**src/rtl/seq_pattern_detector.sv**
```systemverilog
// Runtime-programmable serial pattern recogniser.
// Matches a 1..PAT_W-bit pattern on a qualified serial stream. Detection can be
// overlapping or non-overlapping, and a saturating counter tallies the matches.
module seq_pattern_detector #(
   parameter int unsigned          PAT_W   = 4,
   parameter int unsigned          CNT_W   = 8,
   parameter logic [PAT_W-1:0]     DEF_PAT = 4'b1101,
   parameter int unsigned          DEF_LEN = 4
) (
   input  logic                         clk,
   input  logic                         reset,
   input  logic                         din_valid,
   input  logic                         din,
   input  logic                         overlap,
   input  logic                         pat_load,
   input  logic [PAT_W-1:0]             pat_in,
   input  logic [$clog2(PAT_W+1)-1:0]   len_in,
   input  logic                         cnt_clr,
   output logic                         match,
   output logic [CNT_W-1:0]             match_count,
   output logic [$clog2(PAT_W+1)-1:0]   fill_lvl
);

   localparam int unsigned      LW        = $clog2(PAT_W + 1);
   localparam logic [LW-1:0]    FULL      = LW'(PAT_W);
   localparam logic [LW-1:0]    DEF_LEN_L = LW'(DEF_LEN);
   localparam logic [CNT_W-1:0] CNT_MAX   = '1;

   // Only the newest PAT_W-1 bits are stored: the oldest of PAT_W history bits
   // is shifted out before it can ever take part in a comparison.
   logic [PAT_W-2:0] hist_q, hist_d;
   logic [LW-1:0]    fill_q, fill_d;
   logic             match_q, match_d;
   logic [CNT_W-1:0] cnt_q, cnt_d;
   logic [PAT_W-1:0] pat_q, pat_d;
   logic [LW-1:0]    len_q, len_d;

   logic [PAT_W-1:0] hist_nxt;
   logic [PAT_W-1:0] len_mask;
   logic [LW:0]      fill_inc;
   logic             accepted;
   logic             hit;

   // Compare the would-be history against the low len bits of the pattern.
   always_comb begin
      accepted = din_valid && !pat_load;
      hist_nxt = {hist_q, din};
      len_mask = '0;
      for (int unsigned i = 0; i < PAT_W; i++) begin
         if (i < 32'(len_q)) begin
            len_mask[i] = 1'b1;
         end
      end
      fill_inc = {1'b0, fill_q} + (LW+1)'(1);
      hit      = accepted
                 && (fill_inc >= {1'b0, len_q})
                 && (((hist_nxt ^ pat_q) & len_mask) == '0);
   end

   // Next-state: pattern load outranks bit acceptance; counter clear outranks a hit.
   always_comb begin
      hist_d  = hist_q;
      fill_d  = fill_q;
      match_d = 1'b0;
      cnt_d   = cnt_q;
      pat_d   = pat_q;
      len_d   = len_q;

      if (pat_load) begin
         pat_d  = pat_in;
         len_d  = ((len_in == '0) || (len_in > FULL)) ? FULL : len_in;
         hist_d = '0;
         fill_d = '0;
      end else if (accepted) begin
         hist_d  = hist_nxt[PAT_W-2:0];
         match_d = hit;
         if (hit && !overlap) begin
            fill_d = '0;
         end else if (fill_q != FULL) begin
            fill_d = fill_q + LW'(1);
         end
      end

      if (cnt_clr) begin
         cnt_d = '0;
      end else if (hit && (cnt_q != CNT_MAX)) begin
         cnt_d = cnt_q + CNT_W'(1);
      end
   end

   // State registers with asynchronous active-high reset.
   always_ff @(posedge clk or posedge reset) begin
      if (reset) begin
         hist_q  <= '0;
         fill_q  <= '0;
         match_q <= 1'b0;
         cnt_q   <= '0;
         pat_q   <= DEF_PAT;
         len_q   <= DEF_LEN_L;
      end else begin
         hist_q  <= hist_d;
         fill_q  <= fill_d;
         match_q <= match_d;
         cnt_q   <= cnt_d;
         pat_q   <= pat_d;
         len_q   <= len_d;
      end
   end

   // Outputs come straight from registers.
   always_comb begin
      match       = match_q;
      match_count = cnt_q;
      fill_lvl    = fill_q;
   end

endmodule
```
**config.mk**
```make
export PLATFORM = sky130hd
export DESIGN_NAME = seq_pattern_detector
export DESIGN_NICKNAME = d
export VERILOG_FILES = /design/src/rtl/seq_pattern_detector.sv
export SDC_FILE = /design/constraint.sdc
export NUM_CORES = 1
export LEC_CHECK = 0
export CORE_ASPECT_RATIO = 0.5
export CORE_MARGIN = 1.5
export CORE_UTILIZATION = 45
export DETAILED_ROUTE_END_ITERATION = 12
export GPL_ROUTABILITY_DRIVEN = 1
export MAX_ROUTING_LAYER = met4
export PLACE_DENSITY_LB_ADDON = 0.15
export SYNTH_ARGS = -nofsm -noshare
export SYNTH_HDL_FRONTEND = slang
export SYNTH_SLANG_ARGS = --single-unit
export TNS_END_PERCENT = 10
```
**constraint.sdc**
```tcl
create_clock -name clk -period 2.14 [get_ports clk]
set_clock_uncertainty 0.15 [all_clocks]
set_input_delay 0.321 -clock clk [delete_from_list [all_inputs] [get_ports clk]]
set_output_delay 0.321 -clock clk [all_outputs]
set_load 0.03 [all_outputs]
```
# Word-level counts from Yosys, hierarchy flattened
# Cells that the tools add are included.
[classes]
n_addsub = 3
n_eq_ne = 2
reduce_logical = 14
bitwise = 2
mux = 15
order_cmp = 6
[ops]
columns = ["op", "count"]
rows = [
  ["$mux 3", 7],
  ["$mux 8", 2],
  ["$add 8x1->8 const B", 1],
  ["$ne 8x8->1 const B", 1],
  ["$lt 1x3->1 const A", 2],
  ["$lt 2x3->1 const A", 2],
  ["$mux 1", 6],
  ["$logic_and 1x1->1", 5],
  ["$add 3x1->4 const B", 1],
  ["$and 4x4->4", 1],
  ["$ge 4x3->1", 1],
  ["$logic_not 4->1", 1],
  ["$reduce_bool 2->1", 2],
  ["$xor 4x4->4", 1],
  ["$add 3x1->3 const B", 1],
  ["$gt 3x3->1 const B", 1],
  ["$logic_not 3->1", 1],
  ["$ne 3x3->1 const B", 1],
  ["$reduce_bool 3->1", 1],
  ["$logic_not 1->1", 2],
  ["$reduce_and 2->1", 1],
  ["$logic_or 1x1->1", 1],
]
[word_totals]
wordCells = 48
ff_bits = 22
output_inout_bits = 12

# Longest topological paths before layout
# Gate-level depths: netlist of run 1.
[depth]
ltp_word = 9
depth_mapped = 9
mapped_depth_nobuf = 8

# Least setup slack after synthesis of run 1
# No wires, ideal clock.
[synth_path]
path_type = "reg-to-reg"
from = "register fill_q[0], in the netlist fill_lvl[0]"
to = "register cnt_q[3], in the netlist match_count[3]"
arrival_time_ns = 2.341
path_stages_with_launch = 10
setup_time_ns = 0.078
n_path_buf = 1
synth_period_minus_slack_ns = 2.569
t_required_ns = 1.912
path_slack_ns = -0.429
cell_sequence = "dfrtp_1 inv_1 ha_1 ha_1 o21ai_0 o21ai_0 nand4_1 buf_6 or3_1 a21oi_1"
[synth_between]
elab_chain_len = 6
[synth_lines]
columns = ["element", "line_no", "text"]
rows = [
  ["start: declaration", "32", "logic [LW-1:0] fill_q, fill_d;"],
  ["start signal: assignment", "102", "fill_q <= fill_d;"],
  ["$add 3x1->4", "54", "fill_inc = {1'b0, fill_q} + (LW+1)'(1);"],
  ["$ge 4x3->1", "56", "&& (fill_inc >= {1'b0, len_q})"],
  ["$logic_and 1x1->1", "56", ""],
  ["$logic_and 1x1->1", "57", "&& (((hist_nxt ^ pat_q) & len_mask) == '0);"],
  ["$logic_and 1x1->1", "86", "end else if (hit && (cnt_q != CNT_MAX)) begin"],
  ["$reduce_bool 2->1 (no source line)", "n/a", ""],
  ["end signal: assignment", "104", "cnt_q <= cnt_d;"],
  ["end: declaration", "34", "logic [CNT_W-1:0] cnt_q, cnt_d;"],
]
# No other way between the ends.
# A chain may end at the register's enable or synchronous reset.

# Worst setup path after layout of run 1
[layout_path]
from = "register fill_q[1], in the netlist fill_lvl[1]"
to = "register cnt_q[3], in the netlist match_count[3]"
# Same word-level chain as after synthesis.

==> results.md, run 1 <==
| Step | Result | Reported |
|---|---|---|
| run status | Status | finished with violations |
| run status | Violated checks | setup timing |
| yosys | Synth Register Bits | 22 |
| placed design | # placed instances | 195 |
| power | Max IR drop VDD | 393 uV |
| setup path | Element type at the critical path end | register |
| die | Effective utilization at floorplan | 0.471 |
| yosys | Post-synth top cells | sky130_fd_sc_hd__dfrtp_1 (18), sky130_fd_sc_hd__a21oi_1 (9), sky130_fd_sc_hd__inv_1 (9), sky130_fd_sc_hd__ha_1 (7), sky130_fd_sc_hd__nor2_1 (7) |
| die | Core Footprint | 2590 um^2 |
| grt | Total GRT Usage | 0.201 |
| yosys | Yosys top cell by area | sky130_fd_sc_hd__dfrtp_1 |
| setup path | Critical path, cell by cell | ha_4 -> xor2_2 -> ha_1 -> o21ai_2 -> o21ai_2 -> nand4_1 -> buf_6 -> buf_4 -> or3_4 -> a21oi_2 |
| yosys | Sequential-to-total area share from yosys stat | 0.456 |
| setup path | Top fanout value on the critical path | 8 |
| power | Post-route total power | 0.998 mW |
| yosys | Post-synthesis mux area share | 0.0780 |
| die | I/O pin count | 26 |
| timing | Relative slew slack | 0.771 |
| grt | Global-route wire length before repair | 4.35 mm |
| timing | Min Hold Slack | 0.261 ns |
| detailed routing | Total DRC errors in the routed layout | 0 |
| layout | Fraction of final layout cells with drive strength greater than 1 | 0.331 |
| timing | Final Hold Viols | 0 |
| detailed routing | Starting DRC count in detailed routing | 32 |
| timing | Setup repair after global routing missed its margin | true |
| yosys | Simple-gate portion of the synthesized area | 0.157 |
| cts | Clock-pin slew on the worst setup and hold paths | 0.08 ns |
| layout | Final cell count without fillers | 203 |
| setup path | Highest cell delay on the worst timing path | 0.44 ns |
| timing | Setup Total Neg Slack | -1.71 ns |
| yosys | Commonest register cell after synthesis | sky130_fd_sc_hd__dfrtp_1 |
| timing | Post-route fraction of the period consumed by the critical path | 1.14 |
| timing | Max Freq | 410 MHz |
| timing | Actual slew at the worst max-slew pin | 0.343 ns |
| placed design | Number of port buffers | 25 |
| placed design | Post-detail-place hpwl | 1.88 mm |
| grt | Number of global-route vias before repair | 978 |
| layout | Area growth syn-to-layout | 48.0% |
| yosys | Dominant combinational cell family by area after synthesis | simple AND/OR/NAND/NOR gates |
| yosys | Synthesized netlist cell count | 120 |
| yosys | Synthesized-area fraction occupied by ao, oa, aoi and oai cells | 0.129 |
| yosys | Async S/R FF share, synth | 1.00 |
| yosys | Number of distinct standard cells referenced by the synthesized netlist | 31 |
| yosys | Number of nets in the synthesized netlist | 141 |
| yosys | Post-Synth Adder-Cell Area | 0.0719 |
| yosys | Xor and xnor fraction of the mapped netlist area | 0.0585 |
| setup path | Critical-path cell with the highest stage delay | sky130_fd_sc_hd__dfrtp_2 |
| layout | Area of all placed cells without fillers | 1800 um^2 |
| detailed routing | Router iterations before antenna repair | 4 |
| die | Cell Rows | 13 |
| cts | Clock Latency Late Sink | 0.27 ns |
| yosys | Most instantiated library cell after synthesis | sky130_fd_sc_hd__dfrtp_1 |
| detailed routing | Final routed wire length divided by cell count | 13.3 um |
| timing | Final Slew Violations | 0 |
| cts | Number of buffers created by CTS | 3 |
| hold path | Type of the tightest min-delay check | input port to async pin |
| setup path | Crit path top cell by count | sky130_fd_sc_hd__o21ai_2 |
| yosys | Syn Std Cell Area | 1220 um^2 |
| cts | Clock Path Buffers | 2 |
| grt | Initial antenna violation count | 0 |
| flow run | Maximum capacitance violations | 0 |
| yosys | Top-area cell type share of the netlist area | 0.370 |
| die | Die boundary width | 76.6 um |
| placed design | Last weighted congestion value of the routability-driven placer | 0.838 |
| placed design | Post-placement cell area | 1650 um^2 |
| setup path | Worst Reg2Reg Path Length in Cells | 10 |
| yosys | Per-instance average area after synthesis | 10.2 um^2 |
| yosys | Yosys warns | 0 |
| detailed routing | Antenna-violating nets left | 0 |
| timing | Clock period minus worst slack | 2.44 ns |
| power | Leakage power | 0.779 nW |
| yosys | Count of flip-flops with a built-in enable after synthesis | 0 |
| setup path | Critical Setup Path Class | register to register |
| cts | H-tree level count | 1 |
| timing | Setup-failing EPs final | 10 |
| power | Power per unit of standard cell area | 553 nW/um^2 |
| grt | Maximum number of pins on one net before global-route repair | 23 |
| die | Chip Height | 39.8 um |
| cts | CTS Sinks | 22 |
| cts | CTS tree | done |
| cts | Clock root buffer | sky130_fd_sc_hd__clkbuf_8 |
| grt | Remaining global-route overflow | 0 |
| setup path | WP data arrival | 2.49 ns |
| setup path | Critical Path Start Type | register |
| setup path | CP Data Required Time | 2.19 ns |
| die | Area of the die | 3050 um^2 |
| timing | Setup WS post-layout | -0.299 ns |
| detailed routing | Final WL | 2.71 mm |
| layout | Count of nets after finishing | 188 |
| yosys | Main area contributors after synthesis | sky130_fd_sc_hd__dfrtp_1 (37%), sky130_fd_sc_hd__dfstp_2 (8.6%), sky130_fd_sc_hd__ha_1 (7.2%) |
| layout | Count of antenna diodes in the layout | 0 |
| detailed routing | Detail-routed via count per cell | 5.14 |
| detailed routing | Routed vias | 1,043 |
-- report_power, final --
part / internal, mW / leakage (nW) / switching, mW
Combinational: 0.126 / 0.466 / 0.104
Sequential: 0.442 / 0.284 / 0.0203
Clock: 0.164 / 0.0288 / 0.142
Total: 0.732 / 0.779 / 0.266
-- state kept, by name, indices dropped and copies added, names as in the netlist --
name         flops
fill_lvl         3
match            1
match_count      8
hist_q           3
len_q            3
pat_q            4
-- cell usage in the layout (no fill, tap or decap), types with 5 or more instances in the layout --
cell type / n
sky130_fd_sc_hd__a21oi_1: 7
sky130_fd_sc_hd__mux2i_1: 5
sky130_fd_sc_hd__dfrtp_1: 16
sky130_fd_sc_hd__clkdlybuf4s50_1: 25
sky130_fd_sc_hd__nor2_1: 7
sky130_fd_sc_hd__buf_4: 21
sky130_fd_sc_hd__inv_1: 7
sky130_fd_sc_hd__ha_1: 5
sky130_fd_sc_hd__nand2_1: 5
-- path summary, 6_finish.rpt --
path                                    startpoint                         end  slack [ns]
hold reg to reg               len_q[2]$_DFFE_PP1P_        len_q[2]$_DFFE_PP1P_        0.37
hold / removal                               reset        pat_q[1]$_DFFE_PP0P_        0.26
min in group clk              len_q[2]$_DFFE_PP1P_        len_q[2]$_DFFE_PP1P_        0.37
setup / recovery           fill_lvl[1]$_DFFE_PP0P_  match_count[3]$_DFFE_PP0P_       -0.30
max in group asynchronous                    reset        pat_q[3]$_DFFE_PP1P_        1.29
setup reg to reg           fill_lvl[1]$_DFFE_PP0P_  match_count[3]$_DFFE_PP0P_       -0.30
-- timing repair --
action	4_1_cts	5_1_grt
hold buffers	0	0
setup buffers	2	2
pin swaps	6	4
resized for setup	3	14
cloned	0	0
endpoints found under the setup margin	10	11
-- routing by layer --
layer	wire length (um)	vias up	global-route usage
met5	0	-	-
met4	19	0	0.0509
met3	89	4	0.0558
met2	1280	22	0.337
met1	1320	498	0.247
li1	-	519	-
-- kinds of logic after synthesis --
| logic type | after synthesis |
|---|---|
| buf+inv | 14 |
| flops | 22 |
| mux | 9 |
| fa+ha+maj | 7 |
| xor+xnor | 6 |
| compound gates | 27 |
| simple gates | 35 |
-- critical path: cells and delay by family, from the launching register on --
kind	cells	cell delay [ns]
adder cells (fa/ha/maj)	2	0.48
flip-flops	1	0.44
XOR/XNOR	1	0.14
AO/OA/AOI/OAI	3	0.36
AND/OR/NAND/NOR	2	0.50
buffers and inverters	2	0.29
-- per-stage QoR --
stage	setup slack, ns	utilization
2_1_floorplan	-0.210	-
5_1_grt	-0.432	0.698
3_5_place_dp	-0.347	0.639
4_1_cts	-0.298	0.670
3_3_place_gp	-0.299	0.639
6_report	-0.299	0.698
-- layout make-up --
cell class | instances | area (um^2)
clock buffers | 4 | 55.1
fillers | 205 | 782
inverters | 9 | 33.8
multi-input cells | 84 | 692
flip-flops and latches | 22 | 558
well taps | 37 | 46.3
repair buffers | 47 | 419
No activity file was read; power rests on OpenSTA's default activity.
==> inputs of run 2 (changes only) <==
clock period = 2.8 ns   (was 2.14 ns; I/O delays follow)
==> run 2 against run 1 <==
Sequential share of layout area grew 4.1 points. Clock power is 2% lower. Total power fell by 23%. Die area did not move. Global-route usage shrank 1.9 points. Critical path depth unchanged. Sequential power down 23%. Flip-flop and latch count stayed put. Critical endpoint unchanged. Routed wire length fell by 9.9%. The flow now finishes without violations. Setup slack better by 0.47 ns. Largest power group unchanged. Design area down 12%.
==> results.md, run 2 (synthesis results as in run 1) <==
| Step | Result | Reported |
|---|---|---|
| layout | Fillers | 223 |
| layout | Area of all placed cells without fillers | 1590 um^2 |
| timing | Relative slew slack | 0.437 |
| cts | Number of buffers created by CTS | 3 |
| cts | CTS Sinks | 22 |
| detailed routing | Antenna-violating nets left | 0 |
| hold path | Number of instances on the worst hold path | 2 |
| layout | Area growth syn-to-layout | 30.6% |
| cts | Clock-pin slew on the worst setup and hold paths | 0.08 ns |
| timing | Final Slew Violations | 0 |
| setup path | Critical Path Start Type | register |
| timing | Setup-failing EPs final | 0 |
| layout | Max FFs per register | 8 |
| detailed routing | Uppermost layer routed | met4 |
| grt | Maximum number of pins on one net before global-route repair | 23 |
| detailed routing | Starting DRC count in detailed routing | 43 |
| placed design | Post-detail-place hpwl | 1.70 mm |
| grt | Global-route wire length before repair | 3.94 mm |
| setup path | WP data arrival | 2.68 ns |
| detailed routing | Met3 wire len | 95 um |
| setup path | Launch point of the worst reg-to-reg path | fill_lvl[0]$_DFFE_PP0P_ |
| grt | Initial antenna violation count | 0 |
| detailed routing | Routed vias | 987 |
| grt | Total GRT Usage | 0.182 |
| hold path | Launch instance of the worst min-delay path | len_q[2]$_DFFE_PP1P_ |
| cts | Clock Path Buffers | 2 |
| detailed routing | Final WL | 2.44 mm |
| detailed routing | Total DRC errors in the routed layout | 0 |
| cts | Count of hold buffers inserted by post-cts repair | 0 |
| timing | Min Hold Slack | 0.385 ns |
| setup path | Element type at the critical path end | register |
| setup path | Top fanout value on the critical path | 9 |
| cts | H-tree level count | 1 |
| grt | Remaining global-route overflow | 0 |
| timing | Post-route fraction of the period consumed by the critical path | 0.939 |
| layout | Area of all sequential standard cells | 557 um^2 |
| power | Power per unit of standard cell area | 486 nW/um^2 |
| layout | Combined area of the multi-input logic cells | 603 um^2 |
| detailed routing | Final routed wire length divided by cell count | 13.2 um |
| placed design | Post-placement cell area | 1520 um^2 |
| setup path | Critical Setup Path Class | register to register |
| placed design | Last weighted congestion value of the routability-driven placer | 0.800 |
| die | Cell Rows | 13 |
| cts | Buffer count from post-CTS setup fixing | 0 |
| detailed routing | Router iterations before antenna repair | 5 |
| cts | CTS tree | done |
| die | Die boundary width | 76.6 um |
| timing | Setup repair after global routing missed its margin | false |
| cts | Post_cts resized | 0 |
| detailed routing | Total met2 wirelength after detailed routing | 1.10 mm |
| layout | Commonest non-fill, non-tap cells in the layout | sky130_fd_sc_hd__clkdlybuf4s50_1 (25), sky130_fd_sc_hd__dfrtp_1 (17), sky130_fd_sc_hd__inv_1 (9), sky130_fd_sc_hd__a21oi_1 (9) |
| timing | Setup Total Neg Slack | 0 ns |
| detailed routing | Detail-routed via count per cell | 5.34 |
| detailed routing | Detailed-route wire length on metal 1 | 1.23 mm |
| placed design | Number of port buffers | 25 |
| cts | Clock Latency Late Sink | 0.27 ns |
| die | Area of the die | 3050 um^2 |
| layout | Count of nets after finishing | 170 |
| hold path | Type of the tightest min-delay check | register to register |
| layout | Fraction of final layout cells with drive strength greater than 1 | 0.142 |
| setup path | Worst R2R End | match_count[3]$_DFFE_PP0P_ |
| timing | Clock period minus worst slack | 2.63 ns |
| setup path | Register-to-register setup slack | 0.17 ns |
| grt | Number of global-route vias before repair | 864 |
| run status | Status | completed |
| setup path | Worst Reg2Reg Path Length in Cells | 10 |
| die | Core Footprint | 2590 um^2 |
| cts | Clock root buffer | sky130_fd_sc_hd__clkbuf_8 |
| power | Max IR drop VDD | 258 uV |
| hold path | Worst min-delay path endpoint | len_q[2]$_DFFE_PP1P_ |
| die | Effective utilization at floorplan | 0.471 |
| layout | Count of antenna diodes in the layout | 0 |
| die | Chip Height | 39.8 um |
| timing | Actual slew at the worst max-slew pin | 0.844 ns |
| timing | Max Freq | 380 MHz |
| setup path | CP Data Required Time | 2.85 ns |
| power | Leakage power | 0.688 nW |
| timing | Final Hold Viols | 0 |
| flow run | Maximum capacitance violations | 0 |
| layout | Most common cell after layout, fill and taps aside | sky130_fd_sc_hd__clkdlybuf4s50_1 |
| die | I/O pin count | 26 |
==> run 2: worst max-delay path: stages (launching register included) <==
cell	delay (ns)
sky130_fd_sc_hd__dfrtp_2	0.41
sky130_fd_sc_hd__inv_1	0.09
sky130_fd_sc_hd__ha_1	0.32
sky130_fd_sc_hd__ha_1	0.28
sky130_fd_sc_hd__o21ai_0	0.07
sky130_fd_sc_hd__o21ai_0	0.15
sky130_fd_sc_hd__buf_4	0.14
sky130_fd_sc_hd__nand4_1	0.20
sky130_fd_sc_hd__buf_4	0.26
sky130_fd_sc_hd__or3_1	0.34
sky130_fd_sc_hd__a21oi_1	0.14
==> run 2: layer usage <==
metal	up-vias	GRT usage
met5	-	-
met4	0	0.0417
met3	3	0.0558
met2	24	0.317
met1	478	0.215
li1	482	-
==> run 2: metrics by stage <==
| step | utilization | cells | worst slack, ns | power [mW] |
|---|---|---|---|---|
| global route | 0.615 | 185 | 0.00765 | 0.810 |
| global placement | 0.587 | 181 | 0.206 | 0.477 |
| detailed placement | 0.587 | 181 | 0.129 | 0.479 |
| floorplan | - | 120 | 0.231 | 0.430 |
| finish | 0.615 | 185 | 0.170 | 0.773 |
| CTS | 0.615 | 185 | 0.144 | 0.785 |
==> run 2: area by class of cell <==
| cell class | count | share of cell area |
|---|---|---|
| Sequential cell | 22 | 0.350 |
| Multi-Input combinational cell | 84 | 0.379 |
| Tap cell | 37 | 0.0291 |
| Timing Repair Buffer | 29 | 0.176 |
| Clock inverter | 1 | 0.0189 |
| Clock buffer | 3 | 0.0259 |
| Inverter | 9 | 0.0212 |
==> run 2: report_power, final <==
part / total [mW] / internal (mW) / switching [mW]
combinational: 0.119 / 0.0616 / 0.0570
clock: 0.300 / 0.191 / 0.109
sequential: 0.355 / 0.337 / 0.0172
==> run 2: how the worst max path moves through the flow <==
stage / startpoint / end / slack (ns)
6_report: fill_lvl[0]$_DFFE_PP0P_ / match_count[3]$_DFFE_PP0P_ / 0.17
4_1_cts: fill_lvl[0]$_DFFE_PP0P_ / match_count[3]$_DFFE_PP0P_ / 0.14
2_1_floorplan: fill_lvl[0]$_DFFE_PP0P_ / match_count[3]$_DFFE_PP0P_ / 0.23
3_3_place_gp: din / match_count[4]$_DFFE_PP0P_ / 0.21
5_1_grt: fill_lvl[0]$_DFFE_PP0P_ / match_count[4]$_DFFE_PP0P_ / 0.008
3_5_place_dp: din / match_count[4]$_DFFE_PP0P_ / 0.13
==> patch 1 (flow settings as in run 2) <==
Register the output `match_count`; this adds one clock of latency there. The other outputs are not delayed to match.
--- a/src/rtl/seq_pattern_detector.sv
+++ b/src/rtl/seq_pattern_detector.sv
@@ -26,4 +26,6 @@
    localparam logic [LW-1:0]    DEF_LEN_L = LW'(DEF_LEN);
    localparam logic [CNT_W-1:0] CNT_MAX   = '1;
+
+   logic [CNT_W-1:0] match_count_d;
 
    // Only the newest PAT_W-1 bits are stored: the oldest of PAT_W history bits
@@ -111,7 +113,11 @@
    always_comb begin
       match       = match_q;
-      match_count = cnt_q;
+      match_count_d = cnt_q;
       fill_lvl    = fill_q;
    end
 
+   always_ff @(posedge clk) begin
+      match_count <= match_count_d;
+   end
+
 endmodule
Check against the original RTL: not equivalent (Yosys sat finds a counterexample within 4 cycles, from zero or initial values and one cycle with reset high).
==> patch 1 against run 2 <==
  * Final cell count increased by 7.6%
  * Total power increased by 21%
  * Count of clock-buffer cells in the layout increased by 3
  * Hold slack got worse by 0.11 ns
  * Sequential share of layout area increased by 5.7 points
  * Fmax increased by 0.85%
  * Cell area increased by 11%
  * Area after synthesis increased by 12%
  * Worst setup slack improved by 0.022 ns
  * Sequential power increased by 32%
  * Routed wire length increased by 1.6%
  * Sequential cell count increased by 8
  * Global-route usage decreased by 1.2 points
  * Critical path type unchanged
  * Largest power group unchanged
==> patch 1: results (changes against run 2) <==
[yosys]
synth_xor_area_share_pct = 3.860  ; -2.0 points
synth_nets = 151  ; +7.1%
synth_mux_area_share_pct = 6.250  ; -1.6 points
synth.top_cells.by_area = dfrtp_1 (33%), dfxtp_1 (12%), dfstp_2 (7.7%)
ys_seq_area_share_pct = 52.57  ; +7.0 points
synth_compound_area_share_pct = 11.03  ; -1.9 points
syn_area_per_cell_um2 = 10.47  ; +3.1%
synth_adder_area_share_pct = 6.434  ; -0.75 points
async_flop_share_pct = 73.33  ; -27 points
yosys-top-cells-count = dfrtp_1 (18), inv_1 (10), a21oi_1 (9)

[final_layout]
synthToLayoutAreaGrowth_pct = 29.32
fin_nets = 182  ; +7.1%
drive_above_1_share_pct = 13.58  ; -0.61 points
nFillCells = 218  ; -2.2%

[power_and_ir_drop]
p_leak_nw = 0.7692  ; +12%
peakVddDrop_v = 0.0002669  ; +3.6%
combPwrFrac_pct = 11.9  ; -3.4 points
p_sw_uw = 231.6  ; +27%

[global_route]
grt_usage_pct = 16.99  ; -1.2 points
grt_pass1_wl_um = 4188  ; +6.3%
grt_pass1_vias = 952  ; +10%
antenna_found_initial = 0  ; unchanged

[clocking]
clockRootBuffer = clkbuf_8
htree_levels = 2  ; +1
cts_buffers = 5  ; +2
tritoncts = yes

[placement]
place_ws_ns = 0.1133  ; -0.01523 ns
dp.final_hpwl_um = 1746  ; +2.7%
place_area_um2 = 1665  ; +9.6%
gp_congestion = 0.7870  ; -1.6%
dp_cells = 191  ; +5.5%

[worst_setup_path]
cp-endpoint = cnt_q[4]
cp.arrival_ns = 2.65  ; -0.03 ns
r2r_cells = 8  ; -2
ff2ff_setup_slack_ns = 0.19  ; +0.02 ns
cp_max_fo = 6  ; -3

[min_path]
hp-class = flip-flop to flip-flop
hold_path_end = match_count[7]
hold_depth = 0  ; -2
min_from = cnt_q[7]

[route]
wire_per_inst_um = 12.45  ; -5.5%
dr.pass1.iters = 6  ; +1
num_vias = 1025  ; +3.9%
drt_iter0_markers = 59  ; +37%
drt_wl_total_um = 2477  ; +1.6%

[status]
status = finished clean

[timing]
fin_crit_ns = 2.608  ; -0.02218 ns
worstMarginPinSlew_ns = 0.8536  ; +0.009969 ns
timing.hold.ws_ns = 0.2775  ; -0.1075 ns

-- patch 1: changes by cell type after synthesis, sizes merged, moves of 2 or more --
| cell | delta |
|---|---|
| o31ai | -2 |
| nand3 | +2 |
| dfxtp | +8 |
| or4 | -2 |
-- patch 1: area by class of cell --
type / count / share of cell area, %
well taps: 37 / 2.630
clock buffers: 6 / 4.691
repair buffers: 28 / 15.49
inverters: 10 / 2.132
clock inverters: 2 / 0.7107
flip-flops and latches: 30 / 40.65
multi-input cells: 86 / 33.69
-- patch 1: timing repair --
action,4_1_cts,5_1_grt
hold endpoints to repair,0,0
setup endpoints to repair,0,4
hold buffers,0,0
resized for setup,0,1
-- patch 1: power groups by stage --
stage / Sequential [mW] / Combinational, mW / Clock, mW
2_1_floorplan: 0.478 / 0.0632 / 0
3_3_place_gp: 0.474 / 0.109 / 0
5_1_grt: 0.469 / 0.123 / 0.393
4_1_cts: 0.467 / 0.111 / 0.367
3_5_place_dp: 0.475 / 0.111 / 0
6_report: 0.467 / 0.111 / 0.358
-- patch 1: per-layer routing --
metal,track usage [%],vias to the layer above,share of wire (%)
li1,-,524,-
met1,20.52,479,48
met2,26.89,17,47
met3,5.934,5,4.2
met4,5.172,0,1.1
met5,-,-,0
-- patch 1: cell families (layout without fill, tap and decap cells) --
kind of cell / after synthesis / count (layout)
AO/OA/AOI/OAI: 26 / 26
AND/OR/NAND/NOR: 39 / 39
XOR/XNOR: 6 / 6
multiplexers: 8 / 8
adder cells (fa/ha/maj): 7 / 7
buffers and inverters: 14 / 46
flip-flops: 30 / 30
-- patch 1: critical path: stages (launching register included) --
cell and delay, ns:
dfrtp_1 0.41, inv_1 0.09, ha_1 0.32, ha_1 0.28
o21ai_0 0.08, o21ai_1 0.25, nand3_1 0.23, or4_1 0.56
a21oi_1 0.16
==> patch 2 (flow settings as in run 2) <==
Made on the original files. `PAT_W`: 4 -> 16.
--- a/src/rtl/seq_pattern_detector.sv
+++ b/src/rtl/seq_pattern_detector.sv
@@ -3,5 +3,5 @@
 // overlapping or non-overlapping, and a saturating counter tallies the matches.
 module seq_pattern_detector #(
-   parameter int unsigned          PAT_W   = 4,
+   parameter int unsigned          PAT_W   = 16,
    parameter int unsigned          CNT_W   = 8,
    parameter logic [PAT_W-1:0]     DEF_PAT = 4'b1101,
Interface: changed (resized fill_lvl, len_in and pat_in); port bits go from 26 to 42. The function was not compared with the original's and may differ.
==> patch 2 against run 2 <==
  * Total power up 110%
  * Worst setup slack worse by 0.015 ns
  * Area after synthesis up 120%
  * Sequential cell count up 28
  * Die area up 110%
  * First-iteration DRC count up 63%
  * Cell area up 110%
  * Global-route usage up 0.35 points
  * Sequential share of layout area up 2.9 points
  * Via count up 100%
  * Sequential power up 120%
  * Non-clock buffer count up 21
  * Routed wire length up 120%
  * Critical path type unchanged
  * Critical endpoint is now match_count[7]
  * Largest cell class unchanged
  * Highest routed layer unchanged
==> patch 2: results (changes against run 2) <==
[final_layout]
largest_reg_flops = 16  ; +8
nFillCells = 493  ; +120%
drive_above_1_share_pct = 17.12  ; +2.9 points
synthToLayoutAreaGrowth_pct = 26.61
fin_nets = 328  ; +93%

[placement]
place_area_um2 = 3129  ; +110%
dp_cells = 356  ; +97%
gp_congestion = 0.8381  ; +4.8%
port_buffers = 41  ; +64%
dp.final_hpwl_um = 3980  ; +130%

[worst_setup_path]
rr_endpoint = match_count[7]
cp_max_fo = 5  ; -4
cp.arrival_ns = 2.71  ; +0.03 ns

[clocking]
insertion_delay_ns = 0.29  ; +0.02 ns
htree_levels = 2  ; +1
cts.clk_slew.worst_paths_ns = 0.06  ; -0.02 ns
clockRootBuffer = clkbuf_16
cts_buffers = 5  ; +2

[global_route]
grt_max_degree = 48  ; +110%
grt_usage_pct = 18.52  ; +0.35 points
grt_pass1_wl_um = 8935  ; +130%
grt_pass1_vias = 1924  ; +120%

[timing]
slew_headroom_pct = 63.82  ; +20 points
timing.hold.ws_ns = 0.2492  ; -0.1358 ns
clock.fmax_ghz = 0.3780  ; -0.57%

[yosys]
postSynthCellCount = 246  ; +110%
synth.top_cells.by_area = dfrtp_1 (44%), mux2_2 (6.9%), mux2i_1 (6.1%)
ys_seq_area_share_pct = 47.88  ; +2.3 points
synth_adder_area_share_pct = 4.292  ; -2.9 points
yosys.cell_types.count = 44  ; +42%
synth_nets = 283  ; +100%
synth_compound_area_share_pct = 9.251  ; -3.7 points
synth_mux_area_share_pct = 12.97  ; +5.2 points

[route]
num_vias = 1998  ; +100%
drt_iter0_markers = 70  ; +63%

[power_and_ir_drop]
p_leak_nw = 1.456  ; +110%
peakVddDrop_v = 0.0002401  ; -6.8%

[min_path]
hp-class = input pin to asynchronous set/reset pin

[die]
die_w_um = 111.0  ; +45%

[status]
status = finished clean

[patch 2: cell count changes after synthesis, sizes merged, moves of 7 or more]
cell / delta
dfrtp: +28
mux2: +12
mux2i: +11
nor2: +11
xor2: +11
nor3: +9
nand3: +8
xnor2: +7
[patch 2: where the power goes]
group,switching (mW),internal [mW]
Sequential,0.0347,0.762
Combinational,0.116,0.123
Clock,0.262,0.354
[patch 2: worst max-delay path, delay by kind of cell, from the launching register on]
kind | cells | cell delay [ns]
DFF | 1 | 0.42
buffers and inverters | 1 | 0.08
AOI/OAI and AO/OA | 5 | 0.73
adders and majority gates | 2 | 0.61
and+or+nand+nor | 2 | 0.57
[patch 2: what timing repair did]
| action | 4_1_cts | 5_1_grt |
|---|---|---|
| pin swaps | 0 | 4 |
| setup endpoints to repair | 3 | 12 |
| setup buffers | 0 | 1 |
| hold buffers | 0 | 0 |
| resized for setup | 1 | 9 |
[patch 2: worst max-delay path by stage]
stage	start	endpoint	cells after the start
CTS	fill_lvl[0]	match_count[7]	10
floorplan	fill_lvl[0]	match_count[3]	10
finish	fill_lvl[0]	match_count[7]	10
global placement	fill_lvl[0]	match_count[7]	10
detailed placement	fill_lvl[0]	match_count[4]	10
global route	fill_lvl[0]	match_count[7]	11
[patch 2: cell type report]
class,instances,share of cell area [%]
inverters,10,1.130
well taps,73,2.750
multi-input cells,174,39.32
clock inverters,2,0.3766
flip-flops and latches,50,37.85
repair buffers,50,14.39
clock buffers,6,4.181
[patch 2: metal layers]
layer | wire (um) | up-vias | GRT usage, %
met4 | 35 | 0 | 4.396
met3 | 285 | 5 | 5.313
met2 | 2482 | 42 | 31.39
met5 | 0 | - | -
li1 | - | 963 | -
met1 | 2591 | 988 | 22.33
